$ cat src/rtl/alu_pkg.sv
// Shared ALU types: operation encoding, data word, sequencer FSM states.
// Latency: n/a (types and a pure helper function only).
// Backpressure: n/a.
package alu_pkg;

  // Architectural data word; alu_seq WIDTH must match this width.
  typedef logic [31:0] UbitData;

  // Ten-operation set. Encodings 10..15 are undefined and produce 0.
  typedef enum logic [3:0] {
    ADD  = 4'd0,
    SUB  = 4'd1,
    AND  = 4'd2,
    OR   = 4'd3,
    XOR  = 4'd4,
    SLT  = 4'd5,
    SLTU = 4'd6,
    SLL  = 4'd7,
    SRL  = 4'd8,
    SRA  = 4'd9
  } Op;

  typedef enum logic [1:0] {
    IDLE  = 2'd0,
    SHIFT = 2'd1,
    RESP  = 2'd2
  } AluSeqState;

  function automatic logic is_shift(Op op);
    return (op == SLL) || (op == SRL) || (op == SRA);
  endfunction

endpackage

$ cat src/rtl/alu_seq_if.sv
// Request/response bundle between an ALU initiator (master) and alu_seq (slave).
// Latency: n/a (wires only).
// Backpressure: valid/ready on both the request and the response channel.
// Signals: req_valid/req_ready/req_op/req_a/req_b, rsp_valid/rsp_ready/rsp_x,
// plus rsp_zero/rsp_ovf when ALU_SEQ_FLAGS_EN is defined.
interface alu_seq_if #(
  parameter int WIDTH = 32
);
  import alu_pkg::*;

  logic             req_valid;
  logic             req_ready;
  Op                req_op;
  logic [WIDTH-1:0] req_a;
  logic [WIDTH-1:0] req_b;
  logic             rsp_valid;
  logic             rsp_ready;
  logic [WIDTH-1:0] rsp_x;
`ifdef ALU_SEQ_FLAGS_EN
  logic             rsp_zero;
  logic             rsp_ovf;
`endif

  modport master (
    output req_valid, req_op, req_a, req_b, rsp_ready,
`ifdef ALU_SEQ_FLAGS_EN
    input  rsp_zero, rsp_ovf,
`endif
    input  req_ready, rsp_valid, rsp_x
  );

  modport slave (
    input  req_valid, req_op, req_a, req_b, rsp_ready,
`ifdef ALU_SEQ_FLAGS_EN
    output rsp_zero, rsp_ovf,
`endif
    output req_ready, rsp_valid, rsp_x
  );

endinterface

$ cat src/rtl/alu_seq_shift_step.sv
// One bounded shift step (SLL/SRL/SRA by s <= SHIFT_STEP); other ops pass value through.
// Latency: combinational.
// Backpressure: none (pure function of its inputs).
// Ports: value (word to shift), op (selects direction/fill), s (step amount),
// shifted (result).
module alu_seq_shift_step
  import alu_pkg::*;
#(
  parameter int WIDTH = 32,
  parameter int SW    = 3
) (
  input  logic [WIDTH-1:0] value,
  input  Op                op,
  input  logic [SW-1:0]    s,
  output logic [WIDTH-1:0] shifted
);

  // s is only SW bits wide, so this is a shallow mux tree rather than a
  // full-width barrel shifter.
  always_comb begin
    shifted = value;
    case (op)
      SLL:     shifted = value << s;
      SRL:     shifted = value >> s;
      SRA:     shifted = unsigned'($signed(value) >>> s);
      default: shifted = value;
    endcase
  end

endmodule

$ cat src/rtl/alu_seq.sv
// Sequential ALU: single-cycle logic/arith ops, iterative shifts SHIFT_STEP bits/cycle.
// Latency: 1 cycle accept->rsp_valid; shifts 1 + ceil(amt/SHIFT_STEP); one op per 2 cycles peak.
// Backpressure: req_ready only in IDLE; result held in RESP until rsp_ready.
// Ports: clk, rst_n (async active-low), bus (alu_seq_if slave: request/response
// channels), busy (high outside IDLE). Define ALU_SEQ_FLAGS_EN to add
// rsp_zero/rsp_ovf on the response channel.
module alu_seq
  import alu_pkg::*;
#(
  parameter int WIDTH      = 32,
  parameter int SHIFT_STEP = 4
) (
  input  logic       clk,
  input  logic       rst_n,
  alu_seq_if.slave   bus,
  output logic       busy
);

  localparam int AW = $clog2(WIDTH);          // shift amount width
  localparam int SW = $clog2(SHIFT_STEP + 1); // holds 0..SHIFT_STEP

  AluSeqState       state_q, state_d;
  Op                op_q, op_d;
  logic [WIDTH-1:0] val_q, val_d;   // working value while shifting
  logic [AW-1:0]    rem_q, rem_d;   // shift bits still to apply
  logic [WIDTH-1:0] x_q, x_d;

  logic [AW-1:0]    amt;
  logic [SW-1:0]    step;
  logic [WIDTH-1:0] shifted;
  logic [WIDTH-1:0] alu_x;

`ifdef ALU_SEQ_FLAGS_EN
  logic             alu_ovf;
  logic             zero_q, zero_d;
  logic             ovf_q, ovf_d;
`endif

  // Upper bits of b are ignored for shifts.
  assign amt = bus.req_b[AW-1:0];

  // Single-cycle result from the live request. Shift ops return a unchanged,
  // which is exactly the answer for a zero shift amount.
  always_comb begin
    alu_x = '0;
`ifdef ALU_SEQ_FLAGS_EN
    alu_ovf = 1'b0;
`endif
    case (bus.req_op)
      ADD: begin
        alu_x = bus.req_a + bus.req_b;
`ifdef ALU_SEQ_FLAGS_EN
        // Like-signed operands producing an opposite-signed sum.
        alu_ovf = (bus.req_a[WIDTH-1] == bus.req_b[WIDTH-1]) &&
                  (alu_x[WIDTH-1] != bus.req_a[WIDTH-1]);
`endif
      end
      SUB: begin
        alu_x = bus.req_a - bus.req_b;
`ifdef ALU_SEQ_FLAGS_EN
        // Unlike-signed operands where the difference takes b's sign.
        alu_ovf = (bus.req_a[WIDTH-1] != bus.req_b[WIDTH-1]) &&
                  (alu_x[WIDTH-1] != bus.req_a[WIDTH-1]);
`endif
      end
      AND:  alu_x = bus.req_a & bus.req_b;
      OR:   alu_x = bus.req_a | bus.req_b;
      XOR:  alu_x = bus.req_a ^ bus.req_b;
      SLT:  alu_x = {{(WIDTH-1){1'b0}}, ($signed(bus.req_a) < $signed(bus.req_b))};
      SLTU: alu_x = {{(WIDTH-1){1'b0}}, (bus.req_a < bus.req_b)};
      SLL, SRL, SRA: alu_x = bus.req_a;
      default: alu_x = '0;
    endcase
  end

  // Step size this cycle: min(remaining, SHIFT_STEP). Compared as int so a
  // SHIFT_STEP equal to WIDTH does not overflow the AW-bit amount.
  always_comb begin
    if (int'(rem_q) >= SHIFT_STEP) step = SW'(SHIFT_STEP);
    else                           step = SW'(rem_q);
  end

  alu_seq_shift_step #(
    .WIDTH (WIDTH),
    .SW    (SW)
  ) u_shift_step (
    .value   (val_q),
    .op      (op_q),
    .s       (step),
    .shifted (shifted)
  );

  // Next-state and datapath next values.
  always_comb begin
    state_d = state_q;
    op_d    = op_q;
    val_d   = val_q;
    rem_d   = rem_q;
    x_d     = x_q;
`ifdef ALU_SEQ_FLAGS_EN
    zero_d  = zero_q;
    ovf_d   = ovf_q;
`endif
    case (state_q)
      IDLE: begin
        if (bus.req_valid) begin
          op_d  = bus.req_op;
          val_d = bus.req_a;
          rem_d = amt;
          if (is_shift(bus.req_op) && (amt != '0)) begin
            state_d = SHIFT;
          end else begin
            x_d     = alu_x;
            state_d = RESP;
`ifdef ALU_SEQ_FLAGS_EN
            zero_d  = (alu_x == '0);
            ovf_d   = alu_ovf;
`endif
          end
        end
      end
      SHIFT: begin
        val_d = shifted;
        rem_d = rem_q - AW'(step);
        if (rem_d == '0) begin
          x_d     = shifted;
          state_d = RESP;
`ifdef ALU_SEQ_FLAGS_EN
          zero_d  = (shifted == '0);
          ovf_d   = 1'b0;
`endif
        end
      end
      RESP: begin
        if (bus.rsp_ready) state_d = IDLE;
      end
      default: state_d = IDLE;
    endcase
  end

  always_ff @(posedge clk or negedge rst_n) begin
    if (!rst_n) state_q <= IDLE;
    else        state_q <= state_d;
  end

  always_ff @(posedge clk or negedge rst_n) begin
    if (!rst_n) begin
      op_q   <= ADD;
      val_q  <= '0;
      rem_q  <= '0;
      x_q    <= '0;
`ifdef ALU_SEQ_FLAGS_EN
      zero_q <= 1'b0;
      ovf_q  <= 1'b0;
`endif
    end else begin
      op_q   <= op_d;
      val_q  <= val_d;
      rem_q  <= rem_d;
      x_q    <= x_d;
`ifdef ALU_SEQ_FLAGS_EN
      zero_q <= zero_d;
      ovf_q  <= ovf_d;
`endif
    end
  end

  assign bus.req_ready = (state_q == IDLE);
  assign bus.rsp_valid = (state_q == RESP);
  assign bus.rsp_x     = x_q;
  assign busy          = (state_q != IDLE);
`ifdef ALU_SEQ_FLAGS_EN
  assign bus.rsp_zero  = zero_q;
  assign bus.rsp_ovf   = ovf_q;
`endif

endmodule

$ cat src/flat_wrapper.sv
// flat-port wrapper written by rule: the top's interface ports become plain ports
module alu_seq_flat import alu_pkg::*;
#(
  parameter int WIDTH      = 32,
  parameter int SHIFT_STEP = 4
)
  (clk, rst_n, busy, bus_req_valid, bus_req_op, bus_req_a, bus_req_b, bus_rsp_ready, bus_req_ready, bus_rsp_valid, bus_rsp_x);
  alu_seq_if #(.WIDTH(WIDTH)) bus_i ();
  input  logic clk;
  input  logic rst_n;
  output logic busy;
  input wire logic [$bits(bus_i.req_valid)-1:0] bus_req_valid;
  input wire logic [$bits(bus_i.req_op)-1:0] bus_req_op;
  input wire logic [$bits(bus_i.req_a)-1:0] bus_req_a;
  input wire logic [$bits(bus_i.req_b)-1:0] bus_req_b;
  input wire logic [$bits(bus_i.rsp_ready)-1:0] bus_rsp_ready;
  output wire logic [$bits(bus_i.req_ready)-1:0] bus_req_ready;
  output wire logic [$bits(bus_i.rsp_valid)-1:0] bus_rsp_valid;
  output wire logic [$bits(bus_i.rsp_x)-1:0] bus_rsp_x;
  assign bus_i.req_valid = bus_req_valid;
  assign bus_i.req_op = bus_req_op;
  assign bus_i.req_a = bus_req_a;
  assign bus_i.req_b = bus_req_b;
  assign bus_i.rsp_ready = bus_rsp_ready;
  assign bus_req_ready = bus_i.req_ready;
  assign bus_rsp_valid = bus_i.rsp_valid;
  assign bus_rsp_x = bus_i.rsp_x;
  alu_seq #(.WIDTH(WIDTH), .SHIFT_STEP(SHIFT_STEP)) u_core (.clk(clk), .rst_n(rst_n), .bus(bus_i), .busy(busy));
endmodule
$ cat config.mk
export PLATFORM = sky130hd
export DESIGN_NAME = alu_seq_flat
export DESIGN_NICKNAME = d
export VERILOG_FILES = /design/src/rtl/alu_pkg.sv /design/src/rtl/alu_seq_if.sv /design/src/rtl/alu_seq_shift_step.sv /design/src/rtl/alu_seq.sv /design/src/flat_wrapper.sv
export SDC_FILE = /design/constraint.sdc
export NUM_CORES = 1
export LEC_CHECK = 0
export BUFFER_PORTS_ARGS = -buffer_cell sky130_fd_sc_hd__buf_2
export CORE_AREA = 2 2 157 143
export DETAILED_ROUTE_END_ITERATION = 8
export DIE_AREA = 0 0 159 145
export PLACE_DENSITY_LB_ADDON = 0.1
export SLEW_MARGIN = 25
export SYNTH_ARGS = -nofsm -noshare
export SYNTH_HDL_FRONTEND = slang
export SYNTH_SLANG_ARGS = --single-unit
$ cat constraint.sdc
create_clock -name clk -period 5.7 [get_ports clk]
set_input_delay 0.57 -clock clk [delete_from_list [all_inputs] [get_ports clk]]
set_output_delay 0.57 -clock clk [all_outputs]
set_load 0.01 [all_outputs]
; Yosys cells after proc, flatten, opt, wreduce, memory -nomap -nowiden
; Index checks and enable logic that the tools add are counted.
[word_totals]
reg_bits = 75
input_bits = 72
out_inout_bits = 35
word_cells = 65
[classes]
n_reduce_logical = 14
eq_ne = 18
shifts = 3
magnitude_cmp = 3
bitwise_logic = 3
n_mux = 16
add_sub_neg = 3
[op_table]
columns = cell, count
row1 = case mux 32 bit (8 select lines), 1
row2 = 2-to-1 mux 32 bit, 4
row3 = case mux 32 bit (2 select lines), 2
row4 = case mux 32 bit (3 select lines), 1
row5 = < comparator 32 bit, 2
row6 = adder 32 bit, 1
row7 = bitwise AND 32 bit, 1
row8 = OR 32 bit, 1
row9 = << shifter 32 x 3 -> 32 bit, 1
row10 = right shift 32 x 3 -> 32 bit, 1
row11 = >>> shifter 32 x 3 -> 32 bit, 1
row12 = subtractor 32 bit, 1
row13 = bitwise XOR 32 bit, 1
row14 = "equality test 4 x 3 -> 1 bit, second input constant", 5
row15 = "equality test 4 bit, second input constant", 4
row16 = case mux 5 bit (2 select lines), 1
row17 = "equality test 4 x 2 -> 1 bit, second input constant", 2
row18 = 2-to-1 mux 2 bit, 4
row19 = "inequality test 2 bit, second input constant", 3
row20 = case mux 2 bit (3 select lines), 1
row21 = ">= comparator 5 x 3 -> 1 bit, second input constant", 1
row22 = zero test 5 bit, 1
row23 = 2-to-1 mux 5 bit, 1
row24 = nonzero test 5 bit, 1
row25 = 15 further kinds, 18

; Longest topological paths before layout
; Gate-level depths: netlist of the first run.
[depth]
ltp_word = 7
depth_mapped = 17
mapped_depth_nobuf = 12

; Hierarchy
; A second synthesis of the first run with hierarchy kept.
[unflattened]
cells_unflattened = 1425
area_unflattened_um2 = 11329.6
[by_module_without_submodules]
columns = module, area_per_inst_um2, instances, seq_area_each_um2, cells_each
row1 = alu_seq, 8600.7, 1, 1876.8, 1128
row2 = alu_seq_shift_step, 2728.9, 1, 0.0, 297

; Least setup slack after synthesis of the first run
; Ideal clock, no wire load.
[synth_timing]
kind = reg2reg
from = register u_core.rem_q[3]
to = register u_core.x_q[25], in the netlist u_core.bus.rsp_x[25]
t_required_ps = 5563
setup_slack_ps = 2446
setup_ps = 137
n_path_buf = 6
arrival_time_ps = 3117
path_stages_with_launch = 16
period_less_slack_ps = 3254
cell_sequence = dfrtp_1 > buf_6 > or3_1 > buf_2 > clkbuf_1 > clkbuf_1 > nand2_1 > ha_1 > o21a_1 > a21oi_1 > o21a_1 > or3_1 > buf_2 > buf_2 > a222oi_1 > o31ai_1
[synth_via]
elab_chain_cells = 6
elab_cells_between_ends = 12
classes_between = 1 x add/sub / 1 x order compare / 1 x eq/ne / 3 x shift / 4 x mux / 2 x reduce/logical
[synth_rtl]
columns = item, line_no
row1 = start: declaration, alu_seq.sv:25  ; logic [AW-1:0] rem_q, rem_d;
row2 = start signal: assignment, alu_seq.sv:159  ; rem_q <= rem_d;
row3 = >= comparator 5 x 3 -> 1 bit, alu_seq.sv:79  ; if (int'(rem_q) >= SHIFT_STEP) step = SW'(SHIFT_STEP);
row4 = 2-to-1 mux 3 bit, alu_seq.sv:79
row5 = subtractor 5 x 3 -> 5 bit (tied with other cells), alu_seq.sv:124  ; rem_d = rem_q - AW'(step);
row6 = zero test 5 bit or case mux 32 bit (3 select lines) (tied branches), "alu_seq.sv:125, alu_seq_shift_step.sv:22"
row7 = inequality test 2 x 1 -> 1 bit (no source line) or 2-to-1 mux 32 bit (tied branches), -
row8 = AND reduction 4 bit (no source line) or case mux 32 bit (2 select lines) (tied branches), -
row9 = end signal: assignment, alu_seq.sv:151  ; x_q <= '0;
row10 = end signal: assignment, alu_seq.sv:160  ; x_q <= x_d;
row11 = end: declaration, alu_seq.sv:26  ; logic [WIDTH-1:0] x_q, x_d;
; Parallel ways exist; a longest one is shown, timed or not. The select of a mux whose other input is x is not followed.
; A chain may end at the register's enable or synchronous reset.

; Final worst setup path of the first run
[layout_timing]
from = register u_core.rem_q[2]
to = register u_core.x_q[29], in the netlist u_core.bus.rsp_x[29]
; Same word-level chain as after synthesis.

==> results.json, run 1 <==
{
  "ys_ff_latch": 75,
  "ys_types": 97,
  "grt_overflow": 0,
  "final_cell_mix": "189 x nand2_1, 163 x a21oi_1, 157 x nor2_1",
  "slew_headroom_pct": 24.8,
  "drcViolationCount": 0,
  "power_density_nw_per_um2": 406,
  "numCtsBuffers": 9,
  "muxShareOfSynthArea_pct": 5.18,
  "cts_tree": "yes",
  "outcome": "finished clean",
  "path_max_fanout": 20,
  "dp_hpwl_um": 32600,
  "synth_top_family_by_area": "compound AO/OA/AOI/OAI gates",
  "fmax_ghz": 0.258,
  "clkTransAtPathRegs_ns": 0.07,
  "syn_nets": 1844,
  "mostFrequentLayoutCell": "nand2_1",
  "die-width_um": 159,
  "antenna_found_initial": 0,
  "finalCritPeriodShare_pct": 68.0,
  "core_area_um2": 21400,
  "end_kind": "flop",
  "num_antenna_cells": 0,
  "area_growth_pct": 7.23,
  "rsz0062_at_grt": "false",
  "grt_use_total_pct": 36.8,
  "cts.repair.resized": 0,
  "synth-main-ff-cell": "dfrtp_1",
  "synth_async_sr_flop_share_pct": 100,
  "clockBufferDepth": 2,
  "grt_pass1_wl_um": 67900,
  "cts_setup_buffers": 0,
  "initial_utilization_pct": 54.2,
  "io_pins": 107,
  "synth-edff-count": 0,
  "synth_xor_area_share_pct": 2.04,
  "yosys.area_share.adder_pct": 12.6,
  "cp.arrival_ns": 4.13,
  "via_per_inst": 6.66,
  "syn-cell-area_um2": 11600,
  "wire_per_inst_um": 22.4,
  "nets": 1849,
  "drv_cap": 0,
  "finalHoldViolCount": 0,
  "min_period_ns": 3.88,
  "vias": 13000,
  "fin_util_pct": 58.1,
  "cts_max_level": 3,
  "syn_inst": 1656,
  "drive_above_1_share_pct": 11.1,
  "clock-root-buffer": "clkbuf_16",
  "ir_worst_vdd_mv": 0.321,
  "grt_pass1_vias": 11500,
  "p_leak_uw": 0.00560,
  "synth_compound_area_share_pct": 33.9,
  "cp-start-kind": "flop",
  "drt-initial-drc-count": 1789,
  "cp_data_required_time_ns": 5.95,
  "synth-simple-area-share_pct": 21.8,
  "holdCritPathClass": "input port to async pin",
  "worstSetupPathType": "flop to flop",
  "seq_area_frac_synth_pct": 16.2,
  "num_rows": 51,
  "drt_wl_total_um": 43800,
  "drtAntennaViolNets": 0,
  "setup_violations": 0,
  "cts.sinks": 75,
  "drv_slew": 0,
  "dr.pass1.iters": 6,
  "syn_area_per_cell_um2": 7.02,
  "port_buffers": 106,
  "place.gp.congestion": 0.997,
  "die_h_um": 145,
  "yosys_warnings": 0,
  "clk_latency_ns": 0.34,
  "dieArea_um2": 23100,
  "ctsHoldBuffers": 0,
  "tightest_slew_ns": 1.13,
  "fin_skew_ns": 0.0135,
  "tns_ns": 0,
  "grt_max_degree": 85
}
-- logic make-up after synthesis --
| family | after synthesis |
|---|---|
| fa+ha+maj | 116 |
| flops | 75 |
| other cells | 1 |
| buf+inv | 233 |
| simple gates | 542 |
| mux | 54 |
| compound gates | 608 |
| xor+xnor | 27 |
-- metal layers --
layer  global-route usage (%)  vias up  part of all wire, %
met3                     5.57       88                   11
met5                        0        -                    0
met4                     9.68        0                  2.6
met1                     56.1     6109                   45
met2                     53.5      797                   42
li1                         -     6031                    -
-- flip-flops by register name, indices dropped and copies added (netlist names) --
name,flops
u_core.bus.rsp_x,32
u_core.val_q,32
u_core.rem_q,5
u_core.state_q,2
u_core.op_q,4
-- critical path: stages, from the launching register on --
cell,delay [ns]
dfrtp_1,0.58
or3_1,0.70
nand2_1,0.17
ha_1,0.27
o21a_1,0.18
a21oi_1,0.05
o21a_1,0.21
or3_1,0.65
nor2_2,0.51
a22oi_1,0.14
nor2b_1,0.17
a31oi_1,0.14
-- path summary, 6_finish.rpt --
| check | from | end | slack [ns] | cells after the start |
|---|---|---|---|---|
| setup / recovery | u_core.rem_q[2]$_DFFE_PN0P_ | u_core.bus.rsp_x[29]$_DFFE_PN0P_ | 1.82 | 11 |
| hold / removal | rst_n | u_core.bus.rsp_x[11]$_DFFE_PN0P_ | 0.24 | 1 |
| setup reg to reg | u_core.rem_q[2]$_DFFE_PN0P_ | u_core.bus.rsp_x[29]$_DFFE_PN0P_ | 1.82 | 11 |
| hold reg to reg | u_core.bus.rsp_x[3]$_DFFE_PN0P_ | u_core.bus.rsp_x[3]$_DFFE_PN0P_ | 0.49 | 2 |
| max in group asynchronous | rst_n | u_core.bus.rsp_x[26]$_DFFE_PN0P_ | 4.94 | 1 |
| min in group clk | bus_rsp_ready | u_core.state_q[1]$_DFFE_PN0P_ | 0.41 | 2 |
-- power by group --
part	internal (µW)	total, µW	leakage (µW)	switching [µW]
Combinational	1180	3150	0.00451	1970
Clock	423	652	0.000161	229
Sequential	786	1250	0.000930	464
Total	2390	5050	0.00560	2660
-- through the flow --
stage	total power [µW]	setup WS (ns)	area, µm²	cells	hold slack (ns)
2_1_floorplan	3390	2.45	11600	1656	0.274
3_3_place_gp	4270	1.77	12100	1941	0.463
3_5_place_dp	4290	1.79	12100	1941	0.469
4_1_cts	4950	1.91	12400	1955	0.410
5_1_grt	5400	1.61	12500	1955	0.304
6_report	5050	1.82	12500	1955	0.240
-- synth_stat cells (27+ instances only) --
| master | instances | share of area [%] |
|---|---|---|
| nor2_1 | 160 | 5.2 |
| nand3_1 | 28 | 1.2 |
| nand2_1 | 189 | 6.1 |
| a211oi_1 | 35 | 2.3 |
| inv_1 | 99 | 3.2 |
| o211ai_1 | 27 | 1.7 |
| buf_2 | 28 | 1.2 |
| nor3_1 | 40 | 1.7 |
| clkbuf_1 | 85 | 2.7 |
| o21ai_0 | 122 | 5.3 |
| mux2i_1 | 44 | 3.8 |
| a21oi_1 | 163 | 7.0 |
| dfrtp_1 | 75 | 16 |
| ha_1 | 114 | 12 |
-- layout make-up --
cell class | instances | area, µm²
clock buffers | 9 | 225
clock inverters | 5 | 104
fillers | 2129 | 8980
inverters | 101 | 379
multi-input cells | 1348 | 8820
flip-flops and latches | 75 | 1880
well taps | 291 | 364
repair buffers | 126 | 687
Note: power is estimated with default switching activity, not from simulation.
==> run 2: changes to the inputs <==
Clock period 5.7 ns to 3.4 ns, I/O delays scaled along.
==> run 2 against run 1 <==
Fmax grew 20%. Clock skew shrank 0.0027 ns. Sequential share of layout area shrank 0.59 points. Flip-flop and latch count is the same. Die area is the same. Register-to-register slack lost 1.7 ns. First-iteration DRC count grew 29%. Non-clock buffer count grew 58. Via count grew 4.7%. Final area grew 4.0%. Largest cell class unchanged. Largest power group unchanged. Highest routed layer unchanged.
==> results.json, run 2 (same netlist as run 1, synthesis figures left out) <==
{
  "power_uw": 8850,
  "drv_cap": 0,
  "top_usage_layer": "met1",
  "drtAntennaViolNets": 0,
  "cts.sinks": 75,
  "initial_utilization_pct": 54.2,
  "slew_headroom_pct": 42.6,
  "numCtsBuffers": 9,
  "cts_max_level": 3,
  "multi_input_area_um2": 8810,
  "tns_ns": 0,
  "tightest_slew_ns": 0.862,
  "drcViolationCount": 0,
  "crit_buf_inv": 0,
  "place.gp.congestion": 0.986,
  "crit_slowest_cell": "or3_1",
  "fmax_ghz": 0.310,
  "cts_setup_buffers": 0,
  "outcome": "finished clean",
  "fin_skew_ns": 0.0108,
  "min_period_ns": 3.23,
  "fillers": 2099,
  "use_met3_pct": 7.43,
  "grt_max_degree": 97,
  "nets": 1907,
  "p_sw_uw": 4620,
  "finalWorstSetupSlack_ns": 0.170,
  "final_cell_mix": "189 x nand2_1, 163 x a21oi_1, 158 x nor2_1",
  "wire_per_inst_um": 23.2,
  "seq_power_share_pct": 23.1,
  "r2r_start": "u_core.rem_q[2]$_DFFE_PN0P_",
  "setup_violations": 0,
  "rsz0062_at_grt": "false",
  "drt_wl_total_um": 46700,
  "drive_above_1_share_pct": 14.0,
  "clk_latency_ns": 0.34,
  "grt_overflow": 0,
  "mostFrequentLayoutCell": "nand2_1",
  "grt_pass1_wl_um": 71700,
  "grt_pass1_vias": 12200,
  "area_growth_pct": 11.6,
  "worstSetupPathType": "flop to flop",
  "p_comb_share_pct": 63.5,
  "place_ws_ns": 0.0808,
  "drv_slew": 0,
  "ir_worst_vdd_mv": 0.600,
  "cts.repair.resized": 0,
  "ctsHoldBuffers": 0,
  "cp.arrival_ns": 3.50,
  "grt_use_total_pct": 39.0,
  "path_delay_family": "simple AND/OR/NAND/NOR gates",
  "cp_data_required_time_ns": 3.67,
  "rr_endpoint": "u_core.bus.rsp_x[15]$_DFFE_PN0P_",
  "clock-root-buffer": "clkbuf_16",
  "use_met1_pct": 59.7,
  "p_int_uw": 4230,
  "die-width_um": 159,
  "cts_tree": "yes",
  "dp_hpwl_um": 35400,
  "num_rows": 51,
  "r2r_slack_ns": 0.17,
  "cp-start-kind": "flop",
  "area.sequential_um2": 1880,
  "p_leak_uw": 0.00590,
  "io_pins": 107,
  "holdCritPathClass": "input port to async pin",
  "antenna_found_initial": 1,
  "port_buffers": 106,
  "grt_use_met2_pct": 55.5,
  "path_cells": "or3_1 -> nand2_1 -> ha_1 -> o21a_1 -> a21oi_1 -> o21a_1 -> or3_1 -> nor2_4 -> nand2_1 -> o22ai_1 -> a211o_1",
  "drt-initial-drc-count": 2302,
  "clockBufferDepth": 2,
  "finalCritPeriodShare_pct": 95.0,
  "swShare_pct": 52.2,
  "end_kind": "flop",
  "vias": 13600,
  "finalHoldViolCount": 0,
  "r2r_cells": 11,
  "power_density_nw_per_um2": 683,
  "core_area_um2": 21400,
  "timing.hold.ws_ns": 0.0217,
  "path_max_fanout": 17,
  "pwr-share-clk_pct": 13.4,
  "dieArea_um2": 23100,
  "clkTransAtPathRegs_ns": 0.07,
  "dr.pass1.iters": 6,
  "critPathMaxStageDelay_ns": 0.67,
  "die_h_um": 145,
  "via_per_inst": 6.76
}
[run 2: power groups by stage]
stage	clock (µW)	sequential [µW]	combinational (µW)
after floorplan	0	1700	3980
after global placement	0	2010	5380
after detailed placement	0	2000	5430
after CTS	1190	1990	5460
after global routing	1220	2080	6080
final	1190	2050	5620
[run 2: layout make-up]
class / instances / area share [%]
clock buffer: 10 / 1.77
timing repair buffer: 184 / 8.95
antenna: 1 / 0.0193
tap: 291 / 2.81
inverter: 101 / 2.92
clock inverter: 6 / 1.06
sequential: 75 / 14.5
multi-input combinational: 1348 / 68.0
[run 2: worst max path at each step]
stage                           startpoint                          endpoint  slack [ns]  cells past startpoint
3_5_place_dp                  bus_req_a[8]  u_core.bus.rsp_x[30]$_DFFE_PN0P_        0.08                     12
5_1_grt        u_core.rem_q[2]$_DFFE_PN0P_  u_core.bus.rsp_x[15]$_DFFE_PN0P_        0.04                     11
4_1_cts        u_core.rem_q[2]$_DFFE_PN0P_  u_core.bus.rsp_x[29]$_DFFE_PN0P_        0.12                     11
3_3_place_gp                  bus_req_a[8]  u_core.bus.rsp_x[30]$_DFFE_PN0P_        0.13                     12
2_1_floorplan  u_core.rem_q[3]$_DFFE_PN0P_  u_core.bus.rsp_x[25]$_DFFE_PN0P_        0.15                     15
6_report       u_core.rem_q[2]$_DFFE_PN0P_  u_core.bus.rsp_x[15]$_DFFE_PN0P_        0.17                     11
[run 2: through the flow]
| step | cell area, µm² | std cells | util (%) |
|---|---|---|---|
| finish | 13000 | 2016 | 60.5 |
| global placement | 12600 | 1999 | 58.7 |
| detailed placement | 12600 | 1999 | 58.7 |
| global route | 13000 | 2016 | 60.5 |
| CTS | 13000 | 2015 | 60.4 |
| floorplan | 11600 | 1656 | - |
[run 2: per-layer routing]
layer  vias up  routed length (µm)  part of all wire [%]
li1       6136                   -                     -
met1      6487               20900                    45
met2       923               19100                    41
met3        92                5470                    12
met4         0                1260                   2.7
met5         -                   0                     0
==> run 3: changes to the inputs <==
Settings changed: ABC_AREA set to 1, CORE_AREA 2 2 157 143 to 2 2 164 150, DIE_AREA 0 0 159 145 to 0 0 166 152.
==> run 3 against run 2 <==
Count of clock-buffer cells in the layout unchanged. Non-clock buffer count down 51. Critical endpoint is now u_core.bus.rsp_x[29]$_DFFE_PN0P_. Clock power down 21%.
==> results.json, run 3 <==
{
  "synthDominantCellAreaShare_pct": 23.5,
  "synth.area.top_cells": "nand2_1 24%, dfrtp_1 15%, inv_1 12%",
  "core_area_um2": 23700,
  "fin_cells": 2692,
  "routed.top_layer": "met4",
  "drive_above_1_share_pct": 7.72,
  "num_antenna_cells": 0,
  "syn_inst": 2332,
  "tns_ns": 0,
  "routed-wl-met3_um": 5510,
  "seq_area_frac_synth_pct": 14.7,
  "clock-root-buffer": "clkbuf_16",
  "path_delay_family": "buffers and inverters",
  "grt_pass1_wl_um": 77200,
  "tightest_slew_ns": 0.821,
  "drt-met1-wl_um": 21500,
  "grt_pass1_vias": 14300,
  "worstSetupPathType": "flop to flop",
  "die-width_um": 166,
  "clkTransAtPathRegs_ns": 0.07,
  "area.sequential_um2": 1880,
  "fmax_ghz": 0.370,
  "final_cell_mix": "801 x nand2_1, 394 x inv_1, 272 x nand3_1",
  "multi_input_area_um2": 8940,
  "cts.repair.resized": 0,
  "die_h_um": 152,
  "grt_use_total_pct": 37.9,
  "place.gp.congestion": 1.01,
  "wl_met2_um": 20700,
  "finalHoldViolCount": 0,
  "synth.most_common_cell": "nand2_1",
  "grt_max_degree": 76,
  "nets": 2567,
  "drt-initial-drc-count": 2062,
  "setup_violations": 0,
  "ys_ff_latch": 75,
  "end_kind": "flop",
  "cts.sinks": 75,
  "drv_cap": 0,
  "syn_area_per_cell_um2": 5.48,
  "vias": 15700,
  "cp-start-kind": "flop",
  "mostFrequentLayoutCell": "nand2_1",
  "syn_nets": 2520,
  "synth_async_sr_flop_share_pct": 100,
  "cp_common_cell": "nand2_1",
  "cp_data_required_time_ns": 3.62,
  "timing.hold.ws_ns": 0.0156,
  "numCtsBuffers": 9,
  "fin_skew_ns": 0.0124,
  "initial_utilization_pct": 53.9,
  "r2r_cells": 13,
  "cp.arrival_ns": 2.92,
  "num_rows": 54,
  "syn-cell-area_um2": 12800,
  "io_pins": 107,
  "placedCellCount": 2676,
  "cts_tree": "yes",
  "slew_headroom_pct": 45.0,
  "drv_slew": 0,
  "drtAntennaViolNets": 0,
  "ys_types": 50,
  "wire_per_inst_um": 18.3,
  "clk_latency_ns": 0.35,
  "grt_overflow": 0,
  "crit_buf_inv": 4,
  "cts_max_level": 3,
  "fillers": 2543,
  "ys_top_cells_by_count": "801 x nand2_1, 394 x inv_1, 272 x nand3_1",
  "cts_setup_buffers": 0,
  "dieArea_um2": 25200,
  "synth-main-ff-cell": "dfrtp_1",
  "holdCritPathClass": "input port to async pin",
  "min_period_ns": 2.70,
  "dp_hpwl_um": 38900,
  "finalCritPeriodShare_pct": 79.5,
  "drt_wl_total_um": 49200,
  "clockBufferDepth": 2,
  "antenna_found_initial": 0,
  "rsz0062_at_grt": "false",
  "yosys_warnings": 0,
  "dr.pass1.iters": 6,
  "path_max_fanout": 33,
  "ir_worst_vdd_mv": 1.04,
  "port_buffers": 106,
  "p_leak_uw": 0.00804,
  "synth-edff-count": 0,
  "area_growth_pct": 7.80,
  "crit_slowest_cell": "dfrtp_1",
  "drcViolationCount": 0,
  "yosys.area.top_type": "nand2_1",
  "ctsHoldBuffers": 0,
  "outcome": "finished clean",
  "power_density_nw_per_um2": 655,
  "via_per_inst": 5.84,
  "crit_cells": 13,
  "critPathMaxStageDelay_ns": 0.48,
  "path_cells": "inv_2 -> nand2_4 -> nor2_4 -> inv_2 -> buf_4 -> buf_4 -> nand2_1 -> nand2_1 -> nand2_1 -> nand3b_1 -> nand3_1 -> a21oi_1 -> a21oi_2"
}
run 3: changes by cell type after synthesis, moves of 38 or more:
cell and change:
a21oi_1 -80, mux2i_1 -44, inv_1 +295, nand2_1 +612, nand3_1 +244, clkbuf_1 -38
run 3: worst reg2reg max path, cell delays in order, from the launching register on:
cell	delay (ns)
dfrtp_1	0.48
inv_2	0.10
nand2_4	0.16
nor2_4	0.05
inv_2	0.24
buf_4	0.40
buf_4	0.24
nand2_1	0.06
nand2_1	0.07
nand2_1	0.09
nand3b_1	0.11
nand3_1	0.09
a21oi_1	0.38
a21oi_2	0.10
run 3: path summary, 6_finish.rpt:
| kind | start | endpoint | slack, ns |
|---|---|---|---|
| worst min register to register | u_core.bus.rsp_x[16]$_DFFE_PN0P_ | u_core.bus.rsp_x[16]$_DFFE_PN0P_ | 0.48 |
| worst max register to register | u_core.rem_q[2]$_DFFE_PN0P_ | u_core.bus.rsp_x[29]$_DFFE_PN0P_ | 0.70 |
| worst min-delay path | rst_n | u_core.bus.rsp_x[6]$_DFFE_PN0P_ | 0.02 |
| worst max-delay path | u_core.rem_q[2]$_DFFE_PN0P_ | u_core.bus.rsp_x[29]$_DFFE_PN0P_ | 0.70 |
| max in group asynchronous | rst_n | u_core.bus.rsp_x[17]$_DFFE_PN0P_ | 2.87 |
| min in group clk | bus_rsp_ready | u_core.state_q[1]$_DFFE_PN0P_ | 0.16 |
run 3: kinds of logic (layout without fill, tap and decap cells):
| kind of cell | after synthesis | in the layout | share of synthesized area (%) |
|---|---|---|---|
| other | 1 | 1 | 0.0293 |
| DFF | 75 | 75 | 14.7 |
| adders and majority gates | 116 | 116 | 11.5 |
| and+or+nand+nor | 1279 | 1279 | 41.6 |
| buffers and inverters | 505 | 557 | 15.4 |
| AOI/OAI and AO/OA | 356 | 356 | 16.8 |
run 3: layout make-up:
class / instances / area share [%]
Timing Repair Buffer: 133 / 5.55
Clock buffer: 10 / 1.73
Sequential cell: 75 / 13.6
Clock inverter: 6 / 0.345
Multi-Input combinational cell: 1752 / 64.8
Inverter: 408 / 11.1
Tap cell: 308 / 2.80
run 3: report_power, final:
group	internal (µW)	total, µW	switching (µW)
combinational	1950	6420	4470
sequential	1360	1680	317
clock	522	935	413
total	3830	9030	5200
run 3: per-stage QoR:
stage | setup WS, ns | util, % | power [µW] | area [µm²]
floorplan | 1.38 | - | 6080 | 12800
global placement | 0.720 | 56.9 | 7800 | 13500
detailed placement | 0.747 | 56.9 | 7890 | 13500
CTS | 0.788 | 58.1 | 8840 | 13800
global route | 0.599 | 58.1 | 9810 | 13800
finish | 0.697 | 58.1 | 9030 | 13800
run 3: routing by layer:
| metal | track usage [%] | vias to the layer above |
|---|---|---|
| li1 | - | 7525 |
| met1 | 55.5 | 7214 |
| met2 | 57.5 | 885 |
| met3 | 5.05 | 103 |
| met4 | 12.7 | 0 |
| met5 | 0 | - |
